$ cat src/rtl/alarm_pkg.sv
// Shared state encodings for the alarm monitor slice.
package alarm_pkg;

   localparam int STATE_W = 2;

   typedef enum logic [STATE_W-1:0] {
      ST_DISARMED = 2'd0,
      ST_ARMED    = 2'd1,
      ST_PENDING  = 2'd2,
      ST_ALARM    = 2'd3
   } state_t;

endpackage

$ cat src/rtl/alarm_lut.sv
// Programmable trip table: one bit per sensor pattern, reloaded from TABLE on reset.
module alarm_lut #(
   parameter int                  N_IN  = 5,
   parameter logic [2**N_IN-1:0]  TABLE = 32'hB32D_224C
) (
   input  logic            clk,
   input  logic            reset,
   input  logic            cfg_we,
   input  logic [N_IN-1:0] cfg_addr,
   input  logic            cfg_bit,
   input  logic [N_IN-1:0] addr,
   output logic            trip
);

   logic [2**N_IN-1:0] tbl;

   always_ff @(posedge clk) begin
      if (reset) begin
         tbl <= TABLE;
      end else if (cfg_we) begin
         tbl[cfg_addr] <= cfg_bit;
      end
   end

   assign trip = tbl[addr];

endmodule

$ cat src/rtl/alarm_monitor.sv
// Sequential alarm controller: registered sensors, trip lookup, persistence
// qualification, latched alarm with arm/disarm/ack and a saturating event count.
module alarm_monitor
   import alarm_pkg::*;
#(
   parameter int                  N_IN    = 5,
   parameter logic [2**N_IN-1:0]  TABLE   = 32'hB32D_224C,
   parameter int                  PERSIST = 3,
   parameter int                  CNT_W   = 8
) (
   input  logic               clk,
   input  logic               reset,
   input  logic [N_IN-1:0]    x,
   input  logic               arm,
   input  logic               disarm,
   input  logic               ack,
   input  logic               cfg_we,
   input  logic [N_IN-1:0]    cfg_addr,
   input  logic               cfg_bit,
   output logic               trip,
   output logic               alarm,
   output logic [STATE_W-1:0] state_o,
   output logic [CNT_W-1:0]   event_cnt
);

   localparam int PCW = $clog2(PERSIST + 1);

   state_t            state;
   logic [N_IN-1:0]   x_q;
   logic [PCW-1:0]    cnt;

   alarm_lut #(
      .N_IN  (N_IN),
      .TABLE (TABLE)
   ) u_lut (
      .clk      (clk),
      .reset    (reset),
      .cfg_we   (cfg_we),
      .cfg_addr (cfg_addr),
      .cfg_bit  (cfg_bit),
      .addr     (x_q),
      .trip     (trip)
   );

   // Disarm outranks ack/arm, which outrank trip qualification; alarm mirrors ST_ALARM.
   always_ff @(posedge clk) begin
      if (reset) begin
         state     <= ST_DISARMED;
         x_q       <= '0;
         cnt       <= '0;
         alarm     <= 1'b0;
         event_cnt <= '0;
      end else begin
         x_q <= x;
         if (disarm) begin
            state <= ST_DISARMED;
            cnt   <= '0;
            alarm <= 1'b0;
         end else begin
            case (state)
               ST_DISARMED: begin
                  if (arm) begin
                     state <= ST_ARMED;
                     cnt   <= '0;
                  end
               end
               ST_ARMED: begin
                  if (trip) begin
                     if (PERSIST == 1) begin
                        state <= ST_ALARM;
                        alarm <= 1'b1;
                        cnt   <= '0;
                        if (event_cnt != '1) event_cnt <= event_cnt + 1'b1;
                     end else begin
                        state <= ST_PENDING;
                        cnt   <= PCW'(1);
                     end
                  end
               end
               ST_PENDING: begin
                  if (!trip) begin
                     state <= ST_ARMED;
                     cnt   <= '0;
                  end else if (int'(cnt) + 1 == PERSIST) begin
                     state <= ST_ALARM;
                     alarm <= 1'b1;
                     cnt   <= '0;
                     if (event_cnt != '1) event_cnt <= event_cnt + 1'b1;
                  end else begin
                     cnt <= cnt + 1'b1;
                  end
               end
               ST_ALARM: begin
                  if (ack) begin
                     state <= ST_ARMED;
                     alarm <= 1'b0;
                     cnt   <= '0;
                  end
               end
               default: begin
                  state <= ST_DISARMED;
                  alarm <= 1'b0;
                  cnt   <= '0;
               end
            endcase
         end
      end
   end

   assign state_o = state;

endmodule

$ cat config.mk
export PLATFORM = sky130hd
export DESIGN_NAME = alarm_monitor
export DESIGN_NICKNAME = d
export VERILOG_FILES = /design/src/rtl/alarm_pkg.sv /design/src/rtl/alarm_lut.sv /design/src/rtl/alarm_monitor.sv
export SDC_FILE = /design/constraint.sdc
export NUM_CORES = 1
export LEC_CHECK = 0
export ABC_AREA = 1
export ABC_CLOCK_PERIOD_IN_PS = 1600
export BUFFER_PORTS_ARGS = -buffer_cell sky130_fd_sc_hd__buf_2
export CAP_MARGIN = 20
export CORE_ASPECT_RATIO = 1.5
export CORE_UTILIZATION = 40
export DETAILED_ROUTE_END_ITERATION = 10
export GPL_TIMING_DRIVEN = 1
export SLEW_MARGIN = 10
export SYNTH_ARGS = -nofsm -noshare
export SYNTH_HDL_FRONTEND = slang
export SYNTH_HIERARCHICAL = 1
export SYNTH_SLANG_ARGS = --single-unit
$ cat constraint.sdc
create_clock -name clk -period 1.6 [get_ports clk]
set_input_delay 0.08 -clock clk [delete_from_list [all_inputs] [get_ports clk]]
set_output_delay 0.08 -clock clk [all_outputs]
set_load 0.05 [all_outputs]
==> impl_results.md <==
- Met3 wire length: 332 um
- Synth top area cells: dfxtp_1 39%, nand3_1 17%, nand2_1 10%
- WL/cell: 14.58 um
- Crit path launch type: flop
- Max Cap Viol: 0
- Final min period: 1.860 ns
- Post-synthesis sequential area ratio: 38.57%
- TritonCTS clock tree: done
- Post-synth net total: 400
- Critical path's top delay family: simple AND/OR/NAND/NOR gates
- Mapped Cells: 378
- Fmax: 537.6 MHz
- Worst path most repeated cell: nand2_1
- Largest net degree at the start of global routing: 33
- Clock Sinks: 50
- Overall die width: 67.77 um
- Crit path kind: reg -> out
- Tot Pwr: roughly 2.5 mW
- IO Pins: 29
- First-pass GRT wire length: between 10000 and 15000 um
- Setup ws final: -0.2602 ns
- Grt total ovfl: 0
- Clock Path Buffers: 2
- Share of cells above drive strength 1: 25.94%
- Top post-synthesis cells by count: 89 x nand3_1, 70 x nand2_1, 50 x dfxtp_1
- Slowest Stage Delay on Critical Path: 0.41 ns
- Flops & latches, synth: 50
- CTS root buffer: clkbuf_8
- Core area: between 6000 and 7000 um2
- Cts bufs inserted: 5
- Syn_area_per_cell: approximately 6.9 um2
- Drc violations: 0
- Final Skew: about 0.0064 ns
- Fin. max-slew vios: 0
- WL met2: 3730 um
- Slew headroom: 63.09%
- Hold Path Class: in -> reg
- Die Area: 6820 um2
- Critical Path End Type: primary output
- DR vias/cell: 5.462
- Final antenna-violating net count: 0
- Area Growth Syn to Fin: 25.31%
- Power per cell area: 760.8 nW/um2
- Top-area cell type share of the netlist area: 38.57%
- Most common cell in the netlist: nand3_1
- CP cell instances: buf_12 > clkinv_8 > nand2_2 > nand3_1 > nand3_1 > nand2_1 > nand2_1 > nand2_1 > nand2_2 > nand2_8 > buf_4 > buf_8
- Final #Nets: 445
- Dpl cells: 480
- CP Max Fanout: 8
- Initial DRC Count: ~190
- Drt first pass iters: 4
- RSZ-0062 raised after global routing: yes
- Violated checks: negative setup slack
- FFs w/ async S/R, synth: 0%
- Worst-skew pair later-pin latency: approximately 0.30 ns
- Routed vias: 2720
- Leak Pwr: 1.439 nW
- Max VDD drop: 0.0004974 V
- Final Hold Vio Count: 0
- Critical path's slowest cell: dfxtp_4
- Synth warnings: 6
- Synth Flop Type: dfxtp_1
- FP Rows: 35
- GRT Util Overall: between 20% and 30%
- Initial antenna violation count: 0
- M1 WL: 2918 um
- Top sig layer: met4
- DP HPWL: 5025 um
- Crit path buf inv count: 4
- Vias in the first global route: 2561
- Hold slack: 0.1314 ns
- Worst EP arrival: 1.78 ns
- Placer Congestion: 0.8992
- Required @ worst endpoint: 1.52 ns
- Share of the clock period used by the worst path: 116.3%
- Status: finished, violations left
- Worst-margin pin slew: 0.5536 ns
- DIE HEIGHT: 100.6 um
- Final setup violation count: 14
- Routed WL: 7260 um
- Yosys top cell by area: dfxtp_1
- Clock-pin slew on the worst setup and hold paths: 0.09 ns
- H-tree Lvls: 2
- Count of input and output buffers: 28
- Library cells used by synthesis: 24
- Starting density of the core: between 40% and 50%
- Ant diodes: 0
- Post-synth EDFFs: 0
- Layout Cells excl Fill: 498
- Netlist Area Pre-Place: 2595 um2
## layer usage
metal | vias to the layer above | global-route usage [%]
met2 | 90 | 38.77
met4 | 0 | 12.11
li1 | 1338 | -
met1 | 1268 | 26.96
met5 | - | 0
met3 | 24 | 3.733
## logic make-up after synthesis
group | after synthesis | synth area share (%)
AND/OR/NAND/NOR | 198 | 35.25
AO/OA/AOI/OAI | 63 | 12.63
buffers and inverters | 59 | 10.13
flip-flops | 50 | 38.57
adder cells (fa/ha/maj) | 5 | 2.411
XOR/XNOR | 3 | 1.013
## through the flow
stage | setup slack, ns | setup TNS [ns] | util, % | cell area, um2
after floorplan | -0.1897 | -1.447 | - | 2636
after global placement | -0.2185 | -2.168 | 46.46 | 2889
after detailed placement | -0.2510 | -2.506 | 46.46 | 2889
after CTS | -0.1876 | -1.884 | 49.34 | 3068
after global routing | -0.3897 | -4.999 | 52.29 | 3252
final | -0.2602 | -2.825 | 52.29 | 3252
## state kept, by name, indices dropped and copies added, names as in the netlist
signal     count
u_lut/tbl     32
x_q            5
cnt            2
alarm          1
event_cnt      8
state_o        2
## worst min-delay path, cell delays in order
cell	delay, ns
buf_2	0.09
nor2_1	0.11
o21ai_2	0.08
a21oi_1	0.04
## cell type report
cell class                      count  area, um2
Tap cell                           74      92.59
Timing Repair Buffer               48      360.3
Inverter                           48      195.2
Multi-Input combinational cell    269       1491
Clock inverter                      1      5.005
Timing Repair inverter              1      16.27
Sequential cell                    50       1005
Clock buffer                        7      86.33
Fill cell                         610       2967
## power breakdown
group / leakage [nW] / internal (mW) / switching, mW / total [mW]
registers: 0.406 / 1.26 / 0.0220 / 1.29
clock network: 0.0482 / 0.350 / 0.429 / 0.779
logic: 0.985 / 0.150 / 0.259 / 0.409
## path summary, 6_finish.rpt
| kind | from | to | slack [ns] | cells after the start |
|---|---|---|---|---|
| min | disarm | cnt[1] | 0.13 | 4 |
| max reg2reg | x_q[0] | state_o[1] | -0.24 | 14 |
| max | x_q[0] | trip | -0.26 | 12 |
| min reg2reg | alarm | alarm | 0.49 | 2 |
## placed cells by master, fill, tap and decap left out, types with 4 or more instances in the layout
cell type,n
nand2_2,17
nor2_1,24
inv_1,37
buf_4,12
a21oi_1,20
nand3_1,77
buf_2,27
dfxtp_1,49
ha_1,5
nand3_2,11
nand4_1,4
inv_2,9
nand2_1,53
dlygate4sd3_1,5
clkbuf_8,6
o21ai_0,32
nand2_4,5
## timing repair
action	4_1_cts	5_1_grt
resized for setup	10	34
endpoints found under the hold margin	5	0
buffers inserted	0	2
gates cloned	1	2
pin swaps	4	6
hold buffers	5	0
setup endpoints to repair	14	14
(Power assumes the default switching activity.)
